`config.mk`:
```
export PLATFORM = sky130hd
export DESIGN_NAME = demux_lane_sequencer_flat
export DESIGN_NICKNAME = d
export VERILOG_FILES = /design/src/rtl/demux_lane_sequencer_if.sv /design/src/rtl/demux_lane_sequencer.sv /design/src/flat_wrapper.sv
export SDC_FILE = /design/constraint.sdc
export NUM_CORES = 1
export LEC_CHECK = 0
export ABC_AREA = 1
export ABC_CLOCK_PERIOD_IN_PS = 2000
export CAP_MARGIN = 20
export CORE_MARGIN = 5
export CORE_UTILIZATION = 50
export CTS_BUF_LIST = sky130_fd_sc_hd__clkbuf_4 sky130_fd_sc_hd__clkbuf_8
export DETAILED_ROUTE_END_ITERATION = 8
export GPL_ROUTABILITY_DRIVEN = 0
export PLACE_DENSITY = 0.85
export SLEW_MARGIN = 10
export SYNTH_ARGS = -nofsm -noshare
export SYNTH_HDL_FRONTEND = slang
export SYNTH_SLANG_ARGS = --single-unit
export TNS_END_PERCENT = 20
```
`constraint.sdc`:
```
create_clock -name clk -period 2 [get_ports clk]
set_input_delay 0.3 -clock clk [delete_from_list [all_inputs] [get_ports clk]]
set_output_delay 0.3 -clock clk [all_outputs]
set_load 0.005 [all_outputs]
```
`src/rtl/demux_lane_sequencer_if.sv`:
```
// Word-stream and demux-side signal bundle for the lane sequencer.
// The slave modport is the sequencer; master is whatever sits around it
// (upstream feeder plus the demux lanes reporting space).
interface demux_lane_sequencer_if #(
  parameter int size = 8
);
  logic            in_valid;
  logic            in_ready;
  logic [size-1:0] in_data;
  logic [3:0]      lane_ready;
  logic [1:0]      sel;
  logic [size-1:0] d_out;
  logic [3:0]      wr_en;

  modport master (
    output in_valid, in_data, lane_ready,
    input  in_ready, sel, d_out, wr_en
  );

  modport slave (
    input  in_valid, in_data, lane_ready,
    output in_ready, sel, d_out, wr_en
  );
endinterface

```
`src/rtl/demux_lane_sequencer.sv`:
```
// Feeds a 1:4 demux: BURST_LEN accepted words go to each lane in order
// 0,1,2,3, then a one-cycle frame_done marks the end of the frame.
module demux_lane_sequencer #(
  parameter int size      = 8,
  parameter int BURST_LEN = 9
) (
  input  logic                   clk,
  input  logic                   rst_n,
  input  logic                   start,
  input  logic                   clear,
  demux_lane_sequencer_if.slave  bus,
  output logic                   busy,
  output logic                   frame_done
);

  localparam int CNT_W = (BURST_LEN > 1) ? $clog2(BURST_LEN) : 1;
  localparam logic [CNT_W-1:0] LAST_WORD = CNT_W'(BURST_LEN - 1);

  typedef enum logic [1:0] {
    IDLE,
    STREAM,
    DONE
  } state_t;

  state_t           state_q, state_d;
  logic [CNT_W-1:0] word_cnt_q, word_cnt_d;
  logic [1:0]       lane_q, lane_d;
  logic [1:0]       sel_q;
  logic [size-1:0]  d_out_q;
  logic [3:0]       wr_en_q;
  logic             accept;

  // clear forces in_ready low, so an aborting cycle can never accept a word.
  assign bus.in_ready = (state_q == STREAM) && bus.lane_ready[lane_q] && !clear;
  assign accept       = bus.in_valid && bus.in_ready;

  assign bus.sel    = sel_q;
  assign bus.d_out  = d_out_q;
  assign bus.wr_en  = wr_en_q;
  assign busy       = (state_q == STREAM);
  assign frame_done = (state_q == DONE);

  // State and counter registers.
  // NOTE: sequential state uses non-blocking assignments so every register
  // samples pre-edge values regardless of statement order.
  always_ff @(posedge clk or negedge rst_n) begin
    if (!rst_n) begin
      state_q    <= IDLE;
      word_cnt_q <= '0;
      lane_q     <= '0;
    end else begin
      state_q    <= state_d;
      word_cnt_q <= word_cnt_d;
      lane_q     <= lane_d;
    end
  end

  // Next-state and counter update; clear overrides everything.
  // NOTE: every target gets a default first so no path leaves a latch.
  always_comb begin
    state_d    = state_q;
    word_cnt_d = word_cnt_q;
    lane_d     = lane_q;
    if (clear) begin
      state_d    = IDLE;
      word_cnt_d = '0;
      lane_d     = '0;
    end else begin
      unique case (state_q)
        IDLE: begin
          if (start) begin
            state_d    = STREAM;
            word_cnt_d = '0;
            lane_d     = '0;
          end
        end
        STREAM: begin
          if (accept) begin
            if (word_cnt_q == LAST_WORD) begin
              word_cnt_d = '0;
              // Wrap from lane 3 back to 0 is harmless: the frame ends here.
              lane_d     = lane_q + 2'd1;
              if (lane_q == 2'd3) state_d = DONE;
            end else begin
              word_cnt_d = word_cnt_q + CNT_W'(1);
            end
          end
        end
        DONE:    state_d = IDLE;
        default: state_d = IDLE;
      endcase
    end
  end

  // Registered demux drive: data and strobe only in the cycle after an
  // accept, zeros otherwise; sel keeps pointing at the last lane written.
  always_ff @(posedge clk or negedge rst_n) begin
    if (!rst_n) begin
      sel_q   <= '0;
      d_out_q <= '0;
      wr_en_q <= '0;
    end else if (accept) begin
      sel_q   <= lane_q;
      d_out_q <= bus.in_data;
      wr_en_q <= 4'b0001 << lane_q;
    end else begin
      d_out_q <= '0;
      wr_en_q <= '0;
    end
  end

endmodule

```
`src/flat_wrapper.sv`:
```
// flat-port wrapper written by rule: the top's interface ports become plain ports
module demux_lane_sequencer_flat 
#(
  parameter int size      = 8,
  parameter int BURST_LEN = 9
)
  (clk, rst_n, start, clear, busy, frame_done, bus_in_valid, bus_in_data, bus_lane_ready, bus_in_ready, bus_sel, bus_d_out, bus_wr_en);
  demux_lane_sequencer_if #(.size(size)) bus_i ();
  input  logic clk;
  input  logic rst_n;
  input  logic start;
  input  logic clear;
  output logic busy;
  output logic frame_done;
  input wire logic [$bits(bus_i.in_valid)-1:0] bus_in_valid;
  input wire logic [$bits(bus_i.in_data)-1:0] bus_in_data;
  input wire logic [$bits(bus_i.lane_ready)-1:0] bus_lane_ready;
  output wire logic [$bits(bus_i.in_ready)-1:0] bus_in_ready;
  output wire logic [$bits(bus_i.sel)-1:0] bus_sel;
  output wire logic [$bits(bus_i.d_out)-1:0] bus_d_out;
  output wire logic [$bits(bus_i.wr_en)-1:0] bus_wr_en;
  assign bus_i.in_valid = bus_in_valid;
  assign bus_i.in_data = bus_in_data;
  assign bus_i.lane_ready = bus_lane_ready;
  assign bus_in_ready = bus_i.in_ready;
  assign bus_sel = bus_i.sel;
  assign bus_d_out = bus_i.d_out;
  assign bus_wr_en = bus_i.wr_en;
  demux_lane_sequencer #(.size(size), .BURST_LEN(BURST_LEN)) u_core (.clk(clk), .rst_n(rst_n), .start(start), .clear(clear), .bus(bus_i), .busy(busy), .frame_done(frame_done));
endmodule
```
==> results of run 1 <==
placed cells by master, fill, tap and decap left out:
cell	count
dfrtp_1	21
nor2_1	21
inv_1	25
o21ai_2	4
nand3_4	1
a21oi_2	1
nor2_4	1
dfrtp_2	1
xor2_1	1
buf_4	4
inv_2	3
clkbuf_4	3
nor2_2	1
nand3_1	7
nand3_2	1
clkbuf_8	1
clkdlybuf4s50_1	33
nand4_1	4
nand2_2	2
nand2_4	2
ha_1	6
o21ai_0	2
nand2_1	22
a21oi_1	1
layout make-up:
class / count / area share
flip-flops and latches: 22 / 0.360
clock buffers: 4 / 0.0237
multi-input cells: 77 / 0.290
repair buffers: 37 / 0.235
inverters: 28 / 0.0686
well taps: 28 / 0.0229
metrics by stage:
step | setup slack, ns | util | total power, mW
final | 0.0235 | 0.713 | 1.29
after global routing | -0.0413 | 0.713 | 1.38
after CTS | 0.00242 | 0.709 | 1.28
after detailed placement | 0.0572 | 0.691 | 1.03
after global placement | 0.0655 | 0.691 | 1.02
after floorplan | 0.743 | - | 0.839
cell usage after synthesis (2+ instances only):
cell / instances
nand2_2: 2
ha_1: 6
nand2_4: 2
nand3_1: 7
inv_1: 26
o21ai_0: 2
dfrtp_1: 22
o21ai_2: 4
nor2_1: 22
inv_2: 2
nand4_1: 4
nand2_1: 22
worst max-delay path, cell delays in order, from the launching register on:
cell and delay, ns:
dfrtp_2 0.42, inv_2 0.07, nand2_1 0.06, nand3_1 0.10
a21oi_1 0.17, clkdlybuf4s50_1 0.52
kinds of logic after synthesis:
group | count (synthesis) | synth area share
DFF | 22 | 0.499
AOI/OAI and AO/OA | 8 | 0.0533
buffers and inverters | 29 | 0.0999
xor gates and xnor gates | 1 | 0.00795
and+or+nand+nor | 62 | 0.271
adders and majority gates | 6 | 0.0681
final timing paths:
kind	endpoint	slack [ns]	depth (start not counted)
setup reg to reg	u_core.lane_q[1]	0.51	9
setup / recovery	bus_in_ready	0.02	5
hold reg to reg	u_core.bus.sel[1]	0.51	2
max in group asynchronous	u_core.lane_q[0]	1.45	2
hold / removal	u_core.bus.sel[0]	0.32	2
min in group clk	u_core.bus.d_out[6]	0.48	3
state kept, by name (all words and copies together) (netlist names):
name	flops
u_core.word_cnt_q	4
u_core.bus.wr_en	4
u_core.bus.sel	2
u_core.bus.d_out	8
u_core.lane_q	2
u_core.state_q	2
per-layer routing:
layer | GRT usage | wire length [um] | up-vias
met4 | 0.0795 | 42 | 0
li1 | - | - | 463
met3 | 0.0430 | 208 | 5
met5 | 0 | 0 | -
met2 | 0.248 | 1050 | 37
met1 | 0.177 | 981 | 419
power by group:
part | switching, mW | total (mW) | internal [mW] | leakage, nW
sequential | 0.0595 | 0.561 | 0.501 | 0.302
clock | 0.134 | 0.246 | 0.111 | 0.0210
combinational | 0.268 | 0.488 | 0.220 | 0.464
repair_timing:
action                                 4_1_cts  5_1_grt
resized for setup                            2        1
setup endpoints to repair                    1        2
endpoints found under the hold margin        0        0
gates cloned                                 0        0
buffers inserted                             0        1
==> results_dict.tcl, run 1 <==
set metrics [dict create \
    required_ns 1.70 \
    nets 192 \
    synthCells 128 \
    insertion_delay_ns 0.32 \
    power_density_nw_per_um2 845 \
    p_leak_nw 0.787 \
    firstDrtPassIters 4 \
    dieArea_um2 3240 \
    clkSinkCount 22 \
    path_class "reg -> out" \
    worstMarginPinSlew_ns 0.274 \
    cp_max_fo 5 \
    final_cells 196 \
    synth_nets 151 \
    die_h_um 57.0 \
    timing.final.max_slew_violations 0 \
    maxSlewHeadroom 0.818 \
    synth_cell_type_count 19 \
    status "complete, no violations" \
    synth_edf_count 0 \
    fillers 161 \
    async_flop_share 1.00 \
    critPathLaunch "u_core.lane_q[0]" \
    yosysSeqAreaShare 0.499 \
    drtIter0Drc 28 \
    grt-ovfl-total 0 \
    ir_drop_mv 0.696 \
    hold_class "in -> async" \
    end_kind "output pin" \
    timing.hold.ws_ns 0.323 \
    ys.flop_type "dfrtp_1" \
    ys_ff_latch 22 \
    yosys_warnings 0 \
    period_minus_slack_ns 1.98 \
    seq_area_um2 552 \
    drtAntennaViolNets 0 \
    syn_to_final_growth_pct 39.0 \
    dp_hpwl_um 1780 \
    multiInputGateArea_um2 444 \
    hold_buffers 0 \
    timing.rr.start "u_core.word_cnt_q[0]" \
    core_um2 2150 \
    max_freq_mhz 506 \
    root_buffer "clkbuf_4" \
    hold_violations 0 \
    cts-htree-levels 1 \
    ios 34 \
    grt_max_degree 23 \
    wl_per_cell_um 11.6 \
    grt_pass1_vias 916 \
    synth.area.top_cells "dfrtp_1 50%, inv_1 8.9%, nand2_1 7.5%" \
    routed_wl_um 2280 \
    rows 17 \
    place_area_um2 1490 \
    cp-start-kind "register" \
    yosys.area.top_type "dfrtp_1" \
    cts_buffers 3 \
    finalCritPeriodShare 0.988 \
    synth.avg_cell_area_um2 8.61 \
    cts_tree "yes" \
    finalSetupTns_ns 0 \
    die_x_um 57.0 \
    setup_viol 0 \
    start_util 0.513 \
    cap_violations 0 \
    synth_area_um2 1100 \
    worst_clock_skew_ns 0.00423 \
    vias 924 \
    clockBufferDepth 2 \
    diodes 0 \
    clk_pin_slew_worst_paths_ns 0.12 \
    dp.cells 191 \
    drive_gt1_frac 0.149 \
    grt_pass1_wl_um 3820 \
    port_buffers 33 \
    synth_top_cell_area_share 0.499 \
    drc 0 \
    track_usage 0.150 \
    vias_per_cell 4.71 \
    design_area_um2 1530 \
    cp_data_arrival_time_ns 1.68 \
    grt_antenna_before_repair 0 \
]
Power figures use the tool's default switching activity.
==> run 2: changes to the inputs <==
GPL_ROUTABILITY_DRIVEN = not set   (was 0)
==> results of run 2 <==
Final layout, timing and power as in run 1 (identical DEF).
